## config.mk

```make
export PLATFORM = sky130hd
export DESIGN_NAME = eic_ahb_slave
export DESIGN_NICKNAME = d
export VERILOG_FILES = /design/src/rtl/eic_ahb_slave.sv
export SDC_FILE = /design/constraint.sdc
export NUM_CORES = 1
export LEC_CHECK = 0
export CAP_MARGIN = 30
export CORE_AREA = 2 2 74 76
export CTS_CLUSTER_SIZE = 10
export DETAILED_ROUTE_END_ITERATION = 8
export DIE_AREA = 0 0 76 78
export PLACE_DENSITY = 0.85
export REMOVE_ABC_BUFFERS = 1
export SLEW_MARGIN = 25
export SYNTH_ARGS = -nofsm -noshare
export SYNTH_HDL_FRONTEND = slang
export SYNTH_SLANG_ARGS = --single-unit
```

## constraint.sdc

```tcl
create_clock -name CLK -period 1.4 [get_ports CLK]
set_input_delay 0.14 -clock CLK [delete_from_list [all_inputs] [get_ports CLK]]
set_output_delay 0.14 -clock CLK [all_outputs]
set_load 0.005 [all_outputs]
```

## src/rtl/eic_ahb_slave.sv

```systemverilog
// eic_ahb_slave: AHB-Lite front end of the external interrupt controller.
// Zero-wait OKAY for legal word accesses, two-cycle ERROR otherwise.
module eic_ahb_slave #(
  parameter int REG_ADDR_WIDTH = 4,
  parameter int REG_COUNT      = 13
) (
  input  logic                      CLK,
  input  logic                      RESETn,
  input  logic                      HSEL,
  input  logic [31:0]               HADDR,
  input  logic [1:0]                HTRANS,
  input  logic                      HWRITE,
  input  logic [2:0]                HSIZE,
  input  logic [2:0]                HBURST,
  input  logic [3:0]                HPROT,
  input  logic                      HMASTLOCK,
  input  logic [31:0]               HWDATA,
  input  logic                      HREADY,
  output logic [31:0]               HRDATA,
  output logic                      HREADYOUT,
  output logic                      HRESP,
  output logic [REG_ADDR_WIDTH-1:0] read_addr,
  input  logic [31:0]               read_data,
  output logic [REG_ADDR_WIDTH-1:0] write_addr,
  output logic [31:0]               write_data,
  output logic                      write_enable
);

  typedef enum logic [1:0] {
    S_IDLE,
    S_ACCESS,
    S_ERR1,
    S_ERR2
  } state_t;

  state_t                    r_state;
  state_t                    w_next;
  logic [REG_ADDR_WIDTH-1:0] r_addr_q;
  logic                      r_wr_q;
  logic                      w_xfer;
  logic                      w_legal;
  logic                      w_in_range;
  logic [REG_ADDR_WIDTH-1:0] w_idx;
  logic                      w_unused;

  assign w_xfer     = HSEL & HREADY & HTRANS[1];
  assign w_idx      = HADDR[REG_ADDR_WIDTH+1:2];
  assign w_in_range = {{(32-REG_ADDR_WIDTH){1'b0}}, w_idx}
                      < REG_COUNT[31:0];
  assign w_legal    = (HSIZE == 3'b010) & (HADDR[1:0] == 2'b00)
                      & w_in_range;

  // Upper address bits and burst/protection attributes do not matter here
  assign w_unused = ^{HADDR[31:REG_ADDR_WIDTH+2], HTRANS[0],
                      HBURST, HPROT, HMASTLOCK};

  always_ff @(posedge CLK) begin
    if (!RESETn) r_state <= S_IDLE;
    else         r_state <= w_next;
  end

  always_ff @(posedge CLK) begin
    if (!RESETn) begin
      r_addr_q <= '0;
      r_wr_q   <= 1'b0;
    end else if (w_xfer && r_state != S_ERR1) begin
      r_addr_q <= w_idx;
      r_wr_q   <= HWRITE;
    end
  end

  always_comb begin
    w_next = S_IDLE;
    unique case (r_state)
      S_ERR1:  w_next = S_ERR2;
      default: if (w_xfer) w_next = w_legal ? S_ACCESS : S_ERR1;
    endcase
  end

  always_comb begin
    HREADYOUT = 1'b1;
    HRESP     = 1'b0;
    unique case (r_state)
      S_ERR1: begin
        HREADYOUT = 1'b0;
        HRESP     = 1'b1;
      end
      S_ERR2:  HRESP = 1'b1;
      default: ;
    endcase
  end

  assign read_addr    = r_addr_q;
  assign write_addr   = r_addr_q;
  assign write_data   = HWDATA;
  assign HRDATA       = (r_state == S_ACCESS && !r_wr_q) ? read_data : '0;
  assign write_enable = RESETn & (r_state == S_ACCESS) & r_wr_q;

endmodule

```

==> results of run 1 <==
==> path summary, 6_finish.rpt <==
path	to	start	cells after the start
worst min register to register	read_addr[3]$_SDFFE_PN0P_	read_addr[3]$_SDFFE_PN0P_	2
worst max-delay path	HRDATA[25]	r_state[1]$_SDFF_PN0_	6
worst min-delay path	write_data[0]	HWDATA[0]	0
worst max register to register	read_addr[1]$_SDFFE_PN0P_	r_state[1]$_SDFF_PN0_	5
==> report_power, final <==
group	internal [mW]	switching, mW	total [mW]
Sequential	0.208	0.00581	0.214
Combinational	0.198	0.0698	0.268
Clock	0.193	0.0940	0.287
Total	0.599	0.170	0.769
==> cell type report <==
type	instances	area, um2	share of cell area
Sequential cell	7	141.4	0.08327
Tap cell	70	87.58	0.05158
Clock inverter	1	5.005	0.002948
Clock buffer	3	41.29	0.02432
Multi-Input combinational cell	60	437.9	0.2579
Timing Repair Buffer	98	980.9	0.5777
Inverter	1	3.754	0.002211
==> layer usage <==
layer,wire length [um],GRT usage,vias up,part of all wire
met1,1041,0.08106,387,0.20
met4,59,0.04000,0,0.011
met3,911,0.1267,8,0.17
met5,0,0,-,0
li1,-,-,422,-
met2,3286,0.3786,126,0.62
==> Yosys cell counts, drive strengths merged <==
cell / instances
buf: 39
and2: 32
nand2: 10
dfxtp: 7
mux2i: 5
nor2: 4
clkbuf: 2
a21boi: 1
a31oi: 1
inv: 1
nand2b: 1
nand3: 1
nand4b: 1
nor2b: 1
nor3b: 1
o211ai: 1
o21a: 1
==> flip-flops by register name, summed over array words and instances (netlist names) <==
signal and cells:
r_state 2, read_addr 4, r_wr_q 1
==> cell families (layout without fill, tap and decap cells) <==
group / count (synthesis) / count (layout) / share of synthesized area
and+or+nand+nor: 51 / 51 / 0.3627
buffers and inverters: 42 / 103 / 0.3761
AOI/OAI and AO/OA: 4 / 4 / 0.03434
muxes: 5 / 5 / 0.05970
DFF: 7 / 7 / 0.1672
==> what timing repair did <==
action                     4_1_cts  5_1_grt
pin swaps                        1       13
hold buffers                     0        0
setup endpoints to repair       34       32
setup buffers                    3        0
cloned                           1        1
resized for setup              112       51
==> critical path, stage by stage (launching register included) <==
cell and delay [ps]:
dfxtp_2 310, nand2b_4 140, nor2_4 110, buf_6 130, clkbuf_16 140, and2_4 140
buf_6 90
==> stage by stage <==
step / util / cells / TNS, ps / instance area, um2 / worst slack [ps]
after floorplan: - / 68 / 0 / 526.8 / 311.1
after global placement: 0.3084 / 232 / -3251 / 1555 / -114.5
after detailed placement: 0.3084 / 232 / -3823 / 1555 / -145.8
after CTS: 0.3273 / 240 / -2655 / 1650 / -127.5
after global routing: 0.3367 / 240 / -1428 / 1698 / -78.87
final: 0.3367 / 240 / -497.4 / 1698 / -40.53
==> metrics.yaml, run 1 <==
outcome: "finished, violations left"
violations: "negative setup slack"
crit_fanout: 8
cts_buffer_depth: 2
max-cap-violations: 0
ys_seq_area_frac: 0.1672
synth.distinct_cells: 19
yosysTopAreaCell: "buf_4"
final_cell_mix: "55 x clkdlybuf4s50_1, 17 x and2_4, 17 x buf_6"
setup_violations: 23
routed_wl_mm: 5.298
cp-end-kind: "primary output"
total_leakage_power_nw: 0.7147
rows: 26
clkSlewWorstSetupHoldPaths_ps: 40
synthCells: 109
critPathLaunchType: "flip-flop"
area_growth_pct: 102.5
firstDrtPassIters: 4
hp-class: "input port to primary output"
die_x_um: 76
io_pins: 189
antenna_found_initial: 0
synth_top_area_share: 0.3224
postRouteAntennaNets: 0
nets: 285
finalHoldViolations: 0
ir_drop_uv: 317.8
diodes: 0
clk_latency_ps: 230
die_height_um: 78
grt_pass1_wl_mm: 6.741
grt_overflow: 0
grt_pass1_vias: 884
clock_skew_ps: 2.202
wl_per_cell_um: 22.08
routabilityCongestion: 0.8380
start_util: 0.1663
crit_type: "flip-flop to primary output"
period_needed_ps: 1441
drt_iter0_drc: 12
synth_seq_cells: 7
drv_slew: 0
yosysWarningCount: 0
p_total_uw: 768.9
maxSlewHeadroom: 0.8224
power.density_nw_per_um2: 452.9
grt_max_degree: 17
layout-drive-gt1-share: 0.3941
synth.avg_cell_area_um2: 7.691
htreeDepth: 1
fillers: 522
netlist_area_um2: 838.3
dp_hpwl_mm: 4.514
die_area_um2: 5928
final_common_cell: "clkdlybuf4s50_1"
core_area_um2: 5042
yosys-top-cells-area: "buf_4 32%, and2_1 24%, dfxtp_1 17%"
drc: 0
setup_ws_ps: -40.53
cts_inserted_buffers: 3
post-route-period-util: 1.029
critPathRequiredTime_ps: 1260
io_buffers: 89
num_vias: 943
rsz0062_at_grt: "true"
clock_sinks: 7
cts_tree: "yes"
whs_ps: 280.0
cp_data_arrival_time_ps: 1300
worstMarginPinSlew_ps: 265.2
grt_usage: 0.1648
via_per_inst: 3.929
cts-root-buf: "clkbuf_8"
timing.fmax_ghz: 0.6942
r2r_slack_ps: 230
(Power assumes the default switching activity.)
==> run 2, diff against run 1 <==
--- a/config.mk
+++ b/config.mk
@@ -5,12 +5,13 @@
 export SDC_FILE = /design/constraint.sdc
 export NUM_CORES = 1
 export LEC_CHECK = 0
-export CAP_MARGIN = 30
-export CORE_AREA = 2 2 74 76
+export ABC_AREA = 1
+export CAP_MARGIN = 20
+export CORE_AREA = 2 2 72 74
 export CTS_CLUSTER_SIZE = 10
 export DETAILED_ROUTE_END_ITERATION = 8
-export DIE_AREA = 0 0 76 78
-export PLACE_DENSITY = 0.85
+export DIE_AREA = 0 0 74 76
+export PLACE_DENSITY = 0.84
 export REMOVE_ABC_BUFFERS = 1
 export SLEW_MARGIN = 25
 export SYNTH_ARGS = -nofsm -noshare
==> run 2 against run 1 <==
- the run now ends clean
- cell area is essentially flat
- routed wire length is 6.9% lower
- critical endpoint is now HRDATA[7]
- critical path type unchanged
- via count is 15% higher
- critical path depth fell by 1
==> metrics.yaml, run 2 <==
synth.avg_cell_area_um2: 5.655  # -26%
crit_type: "flip-flop to primary output"
synth_seq_cells: 7  # unchanged
htreeDepth: 1  # unchanged
layout-drive-gt1-share: 0.3519  # -0.04227
finalHoldViolations: 0  # unchanged
largest_reg_flops: 4  # unchanged
grt_pass1_vias: 1037  # +17%
routed_wl_mm: 4.935  # -6.9%
die_height_um: 76  # -2.6%
max-cap-violations: 0  # unchanged
dp_hpwl_mm: 4.157  # -7.9%
r2r_cells: 8  # +3
io_pins: 189  # unchanged
cts-root-buf: "clkbuf_8"
setup_tns_ps: 0  # +497.4 ps
pwr-share-seq: 0.268  # -0.010
synth_ff_type: "dfxtp_1"
clock_skew_ps: 1.775  # -0.4270 ps
netlist_area_um2: 848.3  # +1.2%
clkSlewWorstSetupHoldPaths_ps: 40  # about the same
maxSlewHeadroom: 0.8688  # +0.04636
crit_path_start: "r_wr_q$_SDFFE_PN0P_"
cts_buffer_depth: 2  # unchanged
intPower_uw: 607.1  # +1.3%
setup_violations: 0  # -100%
synthMostInstantiatedCell: "nor2_1"
cts_inserted_buffers: 3  # unchanged
power.density_nw_per_um2: 477.2  # +5.4%
final_cell_mix: "55 x clkdlybuf4s50_1, 40 x inv_1, 30 x buf_2"
start_util: 0.1727  # +0.006442
synthCells: 150  # +38%
drt_iter0_drc: 10  # -2
final_common_cell: "clkdlybuf4s50_1"
outcome: "finished clean"
wl_per_cell_um: 17.26  # -22%
post-route-period-util: 0.9966  # -0.03238
timing.fmax_ghz: 0.7167  # +3.2%
cts_tree: "yes"
rows: 26  # unchanged
routabilityCongestion: 0.7221  # -14%
total_leakage_power_nw: 0.8986  # +26%
clk_latency_ps: 230  # about the same
ir_drop_uv: 433.2  # +36%
die_x_um: 74  # -2.6%
synth.distinct_cells: 12  # -7
yosysTopAreaCell: "buf_4"
grt_max_degree: 10  # -7
area_growth_pct: 100.3
antenna_found_initial: 0  # unchanged
grt_overflow: 0  # unchanged
firstDrtPassIters: 4  # unchanged
diodes: 0  # unchanged
period_needed_ps: 1395  # -45.34 ps
hp-start: "HWDATA[27]"
worstMarginPinSlew_ps: 196.3  # -68.92 ps
ys_seq_area_frac: 0.1652  # -0.001972
critPathRequiredTime_ps: 1260  # about the same
synth_edf_count: 0  # unchanged
postRouteAntennaNets: 0  # unchanged
core_area_um2: 4912  # -2.6%
grt_usage: 0.1635  # -0.001299
critPathLaunchType: "flip-flop"
via_per_inst: 3.801  # -3.3%
io_buffers: 89  # unchanged
yosysWarningCount: 0  # unchanged
hp-class: "input port to primary output"
drc: 0  # unchanged
grt_pass1_wl_mm: 6.451  # -4.3%
yosys-top-cells-count: "42 x nor2_1, 41 x inv_1, 36 x buf_4, 7 x dfxtp_1"
num_vias: 1087  # +15%
crit_fanout: 9  # +1
nets: 331  # +16%
p_sw_frac: 0.2512  # +0.03065
synth_top_area_share: 0.3186  # -0.003804
cp-end-kind: "primary output"
p_clk_frac: 0.354  # -0.019
p_total_uw: 810.8  # +5.4%
whs_path_depth: 0  # unchanged
comb_power_share: 0.378  # +0.030
yosys-top-cells-area: "buf_4 32%, nor2_1 19%, inv_1 18%"
drv_slew: 0  # unchanged
clock_sinks: 7  # unchanged
r2r_start: "r_state[1]$_SDFF_PN0_"
fillers: 529  # +1.3%
rsz0062_at_grt: "true"
r2r_slack_ps: 250  # +20 ps
async_flop_share: 0  # unchanged
die_area_um2: 5624  # -5.1%
switching_power_uw: 203.7  # +20%
cp_data_arrival_time_ps: 1260  # -40 ps
## run 2: cell count changes after synthesis, moves of 2 or more
| cell | change |
|---|---|
| nand3_1 | +3 |
| nand2_1 | -5 |
| a21oi_1 | +4 |
| buf_6 | -3 |
| mux2i_1 | -5 |
| and2_1 | -32 |
| buf_2 | +3 |
| nor2_1 | +40 |
| inv_1 | +40 |
| clkbuf_1 | -2 |
| o21ai_0 | +5 |
## run 2: what timing repair did
| item | 4_1_cts | 5_1_grt |
|---|---|---|
| cloned | 2 | 0 |
| endpoints found under the setup margin | 34 | 23 |
| hold buffers | 0 | 0 |
| buffers inserted | 3 | 1 |
| gates resized for setup | 142 | 29 |
## run 2: power by group through the flow
stage          clock network, mW  registers [mW]  logic, mW
2_1_floorplan                  0           0.221     0.0583
3_3_place_gp                   0           0.220      0.274
3_5_place_dp                   0           0.220      0.279
4_1_cts                    0.297           0.217      0.289
5_1_grt                    0.303           0.218      0.334
6_report                   0.287           0.217      0.306
## run 2: worst paths after layout
path / end
max reg2reg: r_wr_q$_SDFFE_PN0P_
min: write_data[27]
max: HRDATA[7]
min reg2reg: read_addr[2]$_SDFFE_PN0P_
## run 2: metrics by stage
step | setup slack, ps | util | hold slack [ps] | cells | instance area, um2
floorplan | 46.57 | - | 274.9 | 110 | 554.3
global route | -38.65 | 0.3459 | 280.0 | 286 | 1699
finish | 4.808 | 0.3459 | 280.0 | 286 | 1699
CTS | -85.38 | 0.3281 | 280.1 | 286 | 1612
detailed placement | -52.39 | 0.3268 | 280.1 | 277 | 1605
global placement | -38.21 | 0.3268 | 280.1 | 277 | 1605
## run 2: logic make-up after synthesis
family                 synth area share
buffers and inverters            0.5280
AND/OR/NAND/NOR                  0.2537
AO/OA/AOI/OAI                   0.05309
flip-flops                       0.1652
## run 2: layout make-up
cell class	instances	area, um2	area share
clock buffer	4	45.04	0.02651
timing repair buffer	102	898.4	0.5287
tap	70	87.58	0.05155
multi-input combinational	62	372.9	0.2194
sequential	7	141.4	0.08321
inverter	41	153.9	0.09057
## run 2: worst max-delay path: stages (launching register included)
cell      delay [ps]
dfxtp_2          310
nand3b_1         190
buf_6            180
buf_12           140
nor2_2            80
buf_2            120
## run 2: layer usage
metal  GRT usage  routed length [um]  vias up
met5           0                   0        -
met4     0.08545                 224        0
met3      0.1032                 900       11
met2      0.3438                2776      101
met1     0.08535                1034      458
li1            -                   -      517
